### src/rtl/mul_arbiter.sv
// Round-robin arbiter sharing one stb/ack floating-point multiplier between N requesters.
// One operation is in flight at a time; the product returns on a one-hot response channel.
module mul_arbiter #(
  parameter int N     = 4,
  parameter int N_LEN = (N > 1) ? $clog2(N) : 1
) (
  input  logic              clk,
  input  logic              rst_n,
  input  logic [N-1:0]      req_valid,
  input  logic [N*32-1:0]   req_a,
  input  logic [N*32-1:0]   req_b,
  output logic [N-1:0]      req_ready,
  output logic [31:0]       rsp_z,
  output logic [N-1:0]      rsp_valid,
  input  logic [N-1:0]      rsp_ack,
  output logic [N_LEN-1:0]  grant,
  output logic              busy,
  output logic              mul_rst,
  output logic [31:0]       mul_a,
  output logic [31:0]       mul_b,
  output logic              mul_a_stb,
  output logic              mul_b_stb,
  input  logic              mul_a_ack,
  input  logic              mul_b_ack,
  input  logic [31:0]       mul_z,
  input  logic              mul_z_stb,
  output logic              mul_z_ack
);

  typedef enum logic [2:0] {
    IDLE,
    SEND_A,
    SEND_B,
    WAIT_Z,
    RESP
  } state_e;

  state_e             state_q, state_d;
  logic [N_LEN-1:0]   last_q, last_d;
  logic [N_LEN-1:0]   grant_q, grant_d;
  logic [N-1:0]       req_ready_q, req_ready_d;
  logic [N-1:0]       rsp_valid_q, rsp_valid_d;
  logic [31:0]        rsp_z_q, rsp_z_d;
  logic [31:0]        mul_a_q, mul_a_d;
  logic [31:0]        mul_b_q, mul_b_d;
  logic               mul_a_stb_q, mul_a_stb_d;
  logic               mul_b_stb_q, mul_b_stb_d;
  logic               mul_z_ack_q, mul_z_ack_d;
  logic               mul_rst_q, mul_rst_d;

  logic               hi_found, lo_found, win_found;
  logic [N_LEN-1:0]   hi_idx, lo_idx, win_idx;
  logic [31:0]        win_a, win_b;

  // Winner search starts just above last: the lowest requester above last wins,
  // otherwise the lowest requester at or below last (wrap-around).
  always_comb begin
    hi_found = 1'b0;
    lo_found = 1'b0;
    hi_idx   = '0;
    lo_idx   = '0;
    for (int i = N - 1; i >= 0; i--) begin
      if (req_valid[i]) begin
        if (i > int'(last_q)) begin
          hi_found = 1'b1;
          hi_idx   = N_LEN'(i);
        end else begin
          lo_found = 1'b1;
          lo_idx   = N_LEN'(i);
        end
      end
    end
    win_found = hi_found | lo_found;
    win_idx   = hi_found ? hi_idx : lo_idx;
  end

  always_comb begin
    win_a = '0;
    win_b = '0;
    for (int i = 0; i < N; i++) begin
      if (win_idx == N_LEN'(i)) begin
        win_a = req_a[i*32 +: 32];
        win_b = req_b[i*32 +: 32];
      end
    end
  end

  // NOTE: every variable gets a default before the case so no path leaves one unassigned (no latches).
  always_comb begin
    state_d     = state_q;
    last_d      = last_q;
    grant_d     = grant_q;
    req_ready_d = '0;
    rsp_valid_d = rsp_valid_q;
    rsp_z_d     = rsp_z_q;
    mul_a_d     = mul_a_q;
    mul_b_d     = mul_b_q;
    mul_a_stb_d = mul_a_stb_q;
    mul_b_stb_d = mul_b_stb_q;
    mul_z_ack_d = 1'b0;
    mul_rst_d   = 1'b0;

    unique case (state_q)
      IDLE: begin
        // The edge that releases the multiplier reset never carries a grant.
        if (win_found && !mul_rst_q) begin
          grant_d     = win_idx;
          mul_a_d     = win_a;
          mul_b_d     = win_b;
          req_ready_d = N'(1) << win_idx;
          mul_a_stb_d = 1'b1;
          state_d     = SEND_A;
        end
      end
      SEND_A: begin
        if (mul_a_ack) begin
          mul_a_stb_d = 1'b0;
          mul_b_stb_d = 1'b1;
          state_d     = SEND_B;
        end
      end
      SEND_B: begin
        if (mul_b_ack) begin
          mul_b_stb_d = 1'b0;
          state_d     = WAIT_Z;
        end
      end
      WAIT_Z: begin
        if (mul_z_stb) begin
          rsp_z_d     = mul_z;
          mul_z_ack_d = 1'b1;
          rsp_valid_d = N'(1) << grant_q;
          state_d     = RESP;
        end
      end
      RESP: begin
        // rsp_valid_q is one-hot on the grant, so this masks off other lanes' acks.
        if (|(rsp_ack & rsp_valid_q)) begin
          rsp_valid_d = '0;
          last_d      = grant_q;
          state_d     = IDLE;
        end
      end
      default: state_d = IDLE;
    endcase
  end

  // NOTE: sequential state uses non-blocking assignments so all flops update together.
  always_ff @(posedge clk or negedge rst_n) begin
    if (!rst_n) begin
      state_q     <= IDLE;
      last_q      <= N_LEN'(N - 1);
      grant_q     <= '0;
      req_ready_q <= '0;
      rsp_valid_q <= '0;
      rsp_z_q     <= '0;
      mul_a_q     <= '0;
      mul_b_q     <= '0;
      mul_a_stb_q <= 1'b0;
      mul_b_stb_q <= 1'b0;
      mul_z_ack_q <= 1'b0;
      mul_rst_q   <= 1'b1;
    end else begin
      state_q     <= state_d;
      last_q      <= last_d;
      grant_q     <= grant_d;
      req_ready_q <= req_ready_d;
      rsp_valid_q <= rsp_valid_d;
      rsp_z_q     <= rsp_z_d;
      mul_a_q     <= mul_a_d;
      mul_b_q     <= mul_b_d;
      mul_a_stb_q <= mul_a_stb_d;
      mul_b_stb_q <= mul_b_stb_d;
      mul_z_ack_q <= mul_z_ack_d;
      mul_rst_q   <= mul_rst_d;
    end
  end

  assign req_ready = req_ready_q;
  assign rsp_valid = rsp_valid_q;
  assign rsp_z     = rsp_z_q;
  assign grant     = grant_q;
  assign busy      = (state_q != IDLE);
  assign mul_rst   = mul_rst_q;
  assign mul_a     = mul_a_q;
  assign mul_b     = mul_b_q;
  assign mul_a_stb = mul_a_stb_q;
  assign mul_b_stb = mul_b_stb_q;
  assign mul_z_ack = mul_z_ack_q;

endmodule

### config.mk
export PLATFORM = sky130hd
export DESIGN_NAME = mul_arbiter
export DESIGN_NICKNAME = d
export VERILOG_FILES = /design/src/rtl/mul_arbiter.sv
export SDC_FILE = /design/constraint.sdc
export NUM_CORES = 1
export LEC_CHECK = 0
export BUFFER_PORTS_ARGS = -buffer_cell sky130_fd_sc_hd__buf_2
export CAP_MARGIN = 5
export CORE_AREA = 2 2 161 163
export DETAILED_ROUTE_END_ITERATION = 7
export DIE_AREA = 0 0 163 165
export PLACE_DENSITY_LB_ADDON = 0.15
export SYNTH_ARGS = -nofsm -noshare
export SYNTH_HDL_FRONTEND = slang
export SYNTH_SLANG_ARGS = --single-unit
### constraint.sdc
create_clock -name clk -period 3.5 [get_ports clk]
set_clock_uncertainty 0.2 [all_clocks]
set_input_delay 0.7 -clock clk [delete_from_list [all_inputs] [get_ports clk]]
set_output_delay 0.7 -clock clk [all_outputs]
set_load 0.005 [all_outputs]
Word-level counts from Yosys, hierarchy flattened
Index checks and enable logic that the tools add are counted.
{ "totals": {"register_bits": 115, "latchBits": 0, "ramBits": 0, "rom_bits": 0, "in_bits": 301, "out_inout_bits": 111, "word_cells": 101, "n_memories": 0} }
{ "classes": {"n_addsub": 0, "multipliers": 0, "div": 0, "magnitude_cmp": 3, "eq_ne": 12, "shift": 2, "n_mux": 54, "bitwise_logic": 2, "reduce_logical": 16} }
{ "op_table": {"columns": ["op", "n"], "rows": [
  ["$mux W32", 8],
  ["$mux W2", 14],
  ["$mux W1", 19],
  ["$mux W4", 4],
  ["$mux W3", 5],
  ["$pmux W3 S5", 1],
  ["$ne A2 B2 Y1 const B", 5],
  ["$reduce_and A3 Y1", 3],
  ["$pmux W4 S2", 1],
  ["$shl A1 B2 Y4 const A", 2],
  ["$eq A3 B2 Y1 const B", 2],
  ["$reduce_and A2 Y1", 3],
  ["$reduce_bool A2 Y1", 3],
  ["$reduce_and A5 Y1", 1],
  ["$and A4 B4 Y4", 1],
  ["$eq A2 B2 Y1 const B", 2],
  ["$gt A2 B2 Y1 const A", 2],
  ["$pmux W1 S2", 2],
  ["$reduce_or A4 Y1", 1],
  ["$eq A3 B1 Y1 const B", 1],
  ["$eq A3 B3 Y1 const B", 1],
  ["$logic_not A3 Y1", 1],
  ["$reduce_bool A3 Y1", 1],
  ["$eq A2 B1 Y1 const B", 1],
  ["other kinds (5)", 5]
]} }

Logic depth before layout (Yosys ltp)
{ "depth": {"depth_word": 14, "ltp_mapped": 8, "ltp_nobuf": 5} }

Worst setup path before layout
OpenSTA, ideal clock, no wires.
{ "synth_path": {"path_type": "input to register", "start": "input req_valid[1]", "end": "register mul_b_q[10] (netlist: mul_b[10])", "setup_time_ps": 95, "arrival_time_ps": 2036, "required_time_ps": 3205, "slack_ps": 1169, "cell_stages": 8, "path_buffers": 3, "path_cell_list": "buf_2 > nor2b_1 > o21ai_0 > o211a_1 > buf_4 > clkbuf_1 > o22ai_1 > o31ai_1"} }
{ "synth_between": {"elab_chain_len": 8, "elab_cells_between_ends": 18, "cone_classes": "eq/ne (3); mux (11); bitwise (1); reduce/logical (3)"} }
{ "synth_rtl": {"columns": ["item", "line_no", "source"], "rows": [
  ["start: declaration", "9", "input logic [N-1:0] req_valid,"],
  ["$mux W2 (2 in series)", "63", "if (req_valid[i]) begin"],
  ["$mux W2", "74", "win_idx = hi_found ? hi_idx : lo_idx;"],
  ["$logic_not A2 Y1", "81", "if (win_idx == N_LEN'(i)) begin"],
  ["$mux W32 (4 in series)", "81", null],
  ["end signal: assignment", "171", "mul_b_q <= mul_b_d;"],
  ["end: declaration", "45", "logic [31:0] mul_b_q, mul_b_d;"]
]} }
Parallel ways exist; a longest one is shown, timed or not.
A chain may end at the register's enable or synchronous reset.

Final worst setup path
{ "layout_path": {"start": "register state_q[2]", "end": "register mul_a_q[31] (netlist: mul_a[31])"} }
{ "layout_between": {"elab_chain_len": 2} }
{ "layout_rtl": {"columns": ["item", "line_no", "source"], "rows": [
  ["start: declaration", "38", "state_e state_q, state_d;"],
  ["start signal: assignment", "164", "state_q <= state_d;"],
  ["$logic_not A3 Y1", "103", "unique case (state_q)"],
  ["$reduce_and A2 Y1 (no line)", null, null],
  ["end signal: assignment", "170", "mul_a_q <= mul_a_d;"],
  ["end: declaration", "44", "logic [31:0] mul_a_q, mul_a_d;"]
]} }
No other way between the ends.

==> metrics.csv <==
stage,metric,value,unit
clock_network,clock root buffer,clkbuf_16,
global_route,first-pass GRT wire length,37.3,mm
sta,final hold vios,0,
floorplanning,Die H,165,µm
power,final total power,7.35,mW
setup_path,CP Launch Point,state_q[2],
global_route,total global-route track usage,18.2,%
floorplanning,total die area,0.0269,mm²
clock_network,H-tree depth,4,
synth,syn_area_per_cell,8.33,µm²
clock_network,TritonCTS Buffers,17,
floorplanning,Core Area,0.0250,mm²
synth,post-synthesis cell type count,47,
synth,mapped cell area,0.00605,mm²
clock_network,hold-fix buffers at CTS,0,
routing,DRC,0,
synth,Post-synth top flop,dfrtp_1,
finish,Synth-to-Final Area Change,49.3,%
hold_path,hold crit path type,in2async,
setup_path,R2R setup slack,0.82,ns
synth,ranking of synthesized cells by area,"dfrtp_1 (46%), nand2_1 (16%), o221ai_1 (7.1%), and3_1 (5.2%), o21ai_0 (3.1%)",
routing,vias post-DR,6833,
setup_path,crit path max fanout,52,
synth,synthesized net count,1028,
routing,Starting DRT DRC Count,392,
job,max_cap viols,0,
synth,"top cells by count, synth","nand2_1 (257), dfrtp_1 (112), and3_1 (50)",
synth,Synth async-reset ratio,100,%
power,maximum vdd drop,277,µV
sta,Final Slew Violations,0,
routing,WL met3,1.93,mm
finish,fraction of layout cells with a size suffix above 1,42.3,%
floorplanning,Die Wd,163,µm
routing,WL met2,12.7,mm
global_route,antenna violations before repair,2,
routing,Routed Antenna Nets,0,
floorplanning,Starting Density,24.2,%
placement,IO buf count,411,
setup_path,Startpoint Class,flop,
setup_path,Worst R2R Start,state_q[2],
setup_path,Worst Setup Path Type,reg2reg,
placement,placed wire-length estimate,19.0,mm
global_route,vias in the first global route,6587,
synth,"flops & latches, synth",115,
floorplanning,io pins,412,
synth,"count leader, synth",nand2_1,
clock_network,Skew-Pair Late Insertion Delay,0.42,ns
sta,"Min Clock Period, post-route",2.68,ns
routing,Max Used Layer,met5,
setup_path,crit end category,flop,
sta,Fmax achieved,374,MHz
routing,final WL,25.6,mm
power,static leakage,4.80,nW
synth,Syn Inst Count,727,
clock_network,TritonCTS clock tree,done,
clock_network,postcts setup bufs,0,
routing,DR vias/cell,4.69,
synth,"Seq/Total Area, Yosys",47.6,%
synth,"area leader, netlist",dfrtp_1,
routing,DR pass1 iterations,4,
floorplanning,# rows,58,
synth,yosys warns,0,
power,Power per Cell Area,813,mW/mm²
placement,GP Congestion,0.808,
global_route,largest net degree at the start of global routing,53,
setup_path,Critical Path AT,2.80,ns
sta,Worst Max-Slew Pin Slew,0.983,ns
clock_network,CTS sink count,115,
sta,Sum Neg Setup Slack,0,ns
finish,filler cell count,2742,
global_route,total grt overflow,0,
finish,fin nets,1413,
setup_path,r2r worst-path depth,5,
sta,Final setup violation count,0,
sta,worst rel slew slack,34.1,%
setup_path,reg2reg end,mul_a[31],
routing,WL met1,10.7,mm
sta,RSZ-0062 raised after global routing,no,
setup_path,CP required,3.62,ns
routing,post-detailed-route wirelength per cell,17.6,µm
synth,top cell type's share of synthesized area,46.3,%
sta,part of the cycle the worst path needs,76.5,%
clock_network,CTS Buffer Depth,2,
status,outcome,completed,
clock_network,number of gates resized after CTS,0,
clock_network,Clock transition at path regs,0.06,ns
synth,"EDFF count, synth",0,
==> report_power, final <==
group / internal [mW] / switching [mW] / leakage (nW) / total [mW]
sequential: 1.96 / 0.393 / 1.42 / 2.35
combinational: 1.30 / 1.76 / 3.07 / 3.07
clock: 1.22 / 0.720 / 0.316 / 1.94
total: 4.47 / 2.88 / 4.80 / 7.35
==> cell type report <==
type,count,area [µm²],area share [%]
timing repair buffer,428,2210,24.5
clock inverter,15,215,2.38
sequential,115,2880,31.9
clock buffer,17,425,4.71
multi-input combinational,546,2870,31.8
antenna,1,2.50,0.0277
tap,330,413,4.57
inverter,4,15.0,0.166
==> worst max-delay path, cell delays in order (launching register included) <==
cell,delay (ns)
dfrtp_1,0.47
or3_4,0.44
nor3_4,0.19
buf_4,0.54
nand2_2,0.40
o31ai_1,0.33
==> placed cells by master (no fill, tap or decap), types with 2 or more instances in the layout <==
cell / Yosys / final
nand2_1: 257 / 256
o31ai_1: 16 / 16
dfrtp_1: 112 / 112
nor2b_1: 3 / 3
and2_1: 12 / 12
a21oi_1: 8 / 8
nand2_2: 1 / 2
nand3_1: 2 / 2
o21ai_1: 23 / 22
o221ai_1: 49 / 49
and3_1: 50 / 50
buf_2: 24 / 410
a22oi_1: 18 / 18
o22ai_1: 15 / 15
o21ai_0: 38 / 38
nor2_1: 27 / 27
nor3_1: 2 / 2
buf_12: 0 / 2
bufinv_16: 0 / 4
clkbuf_16: 0 / 17
dfstp_2: 3 / 3
inv_6: 0 / 8
o211ai_1: 2 / 2
inv_1: 3 / 3
buf_4: 3 / 16
nand4b_1: 2 / 2
==> registers in the layout (all words and copies together), names as in the netlist <==
name,count
state_q,3
req_ready,4
mul_b,32
mul_b_stb,1
rsp_valid,4
mul_z_ack,1
mul_a,32
grant,2
rsp_z,32
mul_a_stb,1
last_q,2
mul_rst,1
==> metrics by stage <==
stage / util, % / area [µm²] / setup WS, ns / std cells / hold WS (ns)
final: 36.1 / 9040 / 0.823 / 1456 / 0.0537
after global routing: 36.1 / 9030 / 0.610 / 1455 / 0.0712
after CTS: 36.1 / 9030 / 0.789 / 1455 / 0.0541
after detailed placement: 33.5 / 8390 / 0.645 / 1423 / 0.258
after global placement: 33.5 / 8390 / 0.662 / 1423 / 0.251
after floorplan: - / 6050 / 1.17 / 727 / 0.204
==> metal layers <==
layer  track usage, %  vias to the layer above
met3             5.27                       20
met5                0                        -
met1             22.6                     3215
met4             4.51                        2
li1                 -                     3328
met2             31.2                      268
==> worst max-delay path by stage <==
| stage | endpoint | slack [ns] |
|---|---|---|
| floorplan | mul_b[10] | 1.17 |
| global placement | rsp_valid[3] | 0.66 |
| detailed placement | rsp_valid[3] | 0.65 |
| CTS | mul_a[31] | 0.79 |
| global route | mul_a[16] | 0.61 |
| finish | mul_a[31] | 0.82 |
==> kinds of logic (layout without fill, tap and decap cells) <==
kind of cell / after synthesis / in the layout / synth area share [%]
AOI/OAI and AO/OA: 178 / 178 / 20.2
buffers and inverters: 66 / 464 / 5.39
DFF: 115 / 115 / 47.6
muxes: 1 / 1 / 0.186
other: 1 / 2 / 0.0619
and+or+nand+nor: 366 / 366 / 26.6
Power figures use the tool's default switching activity.
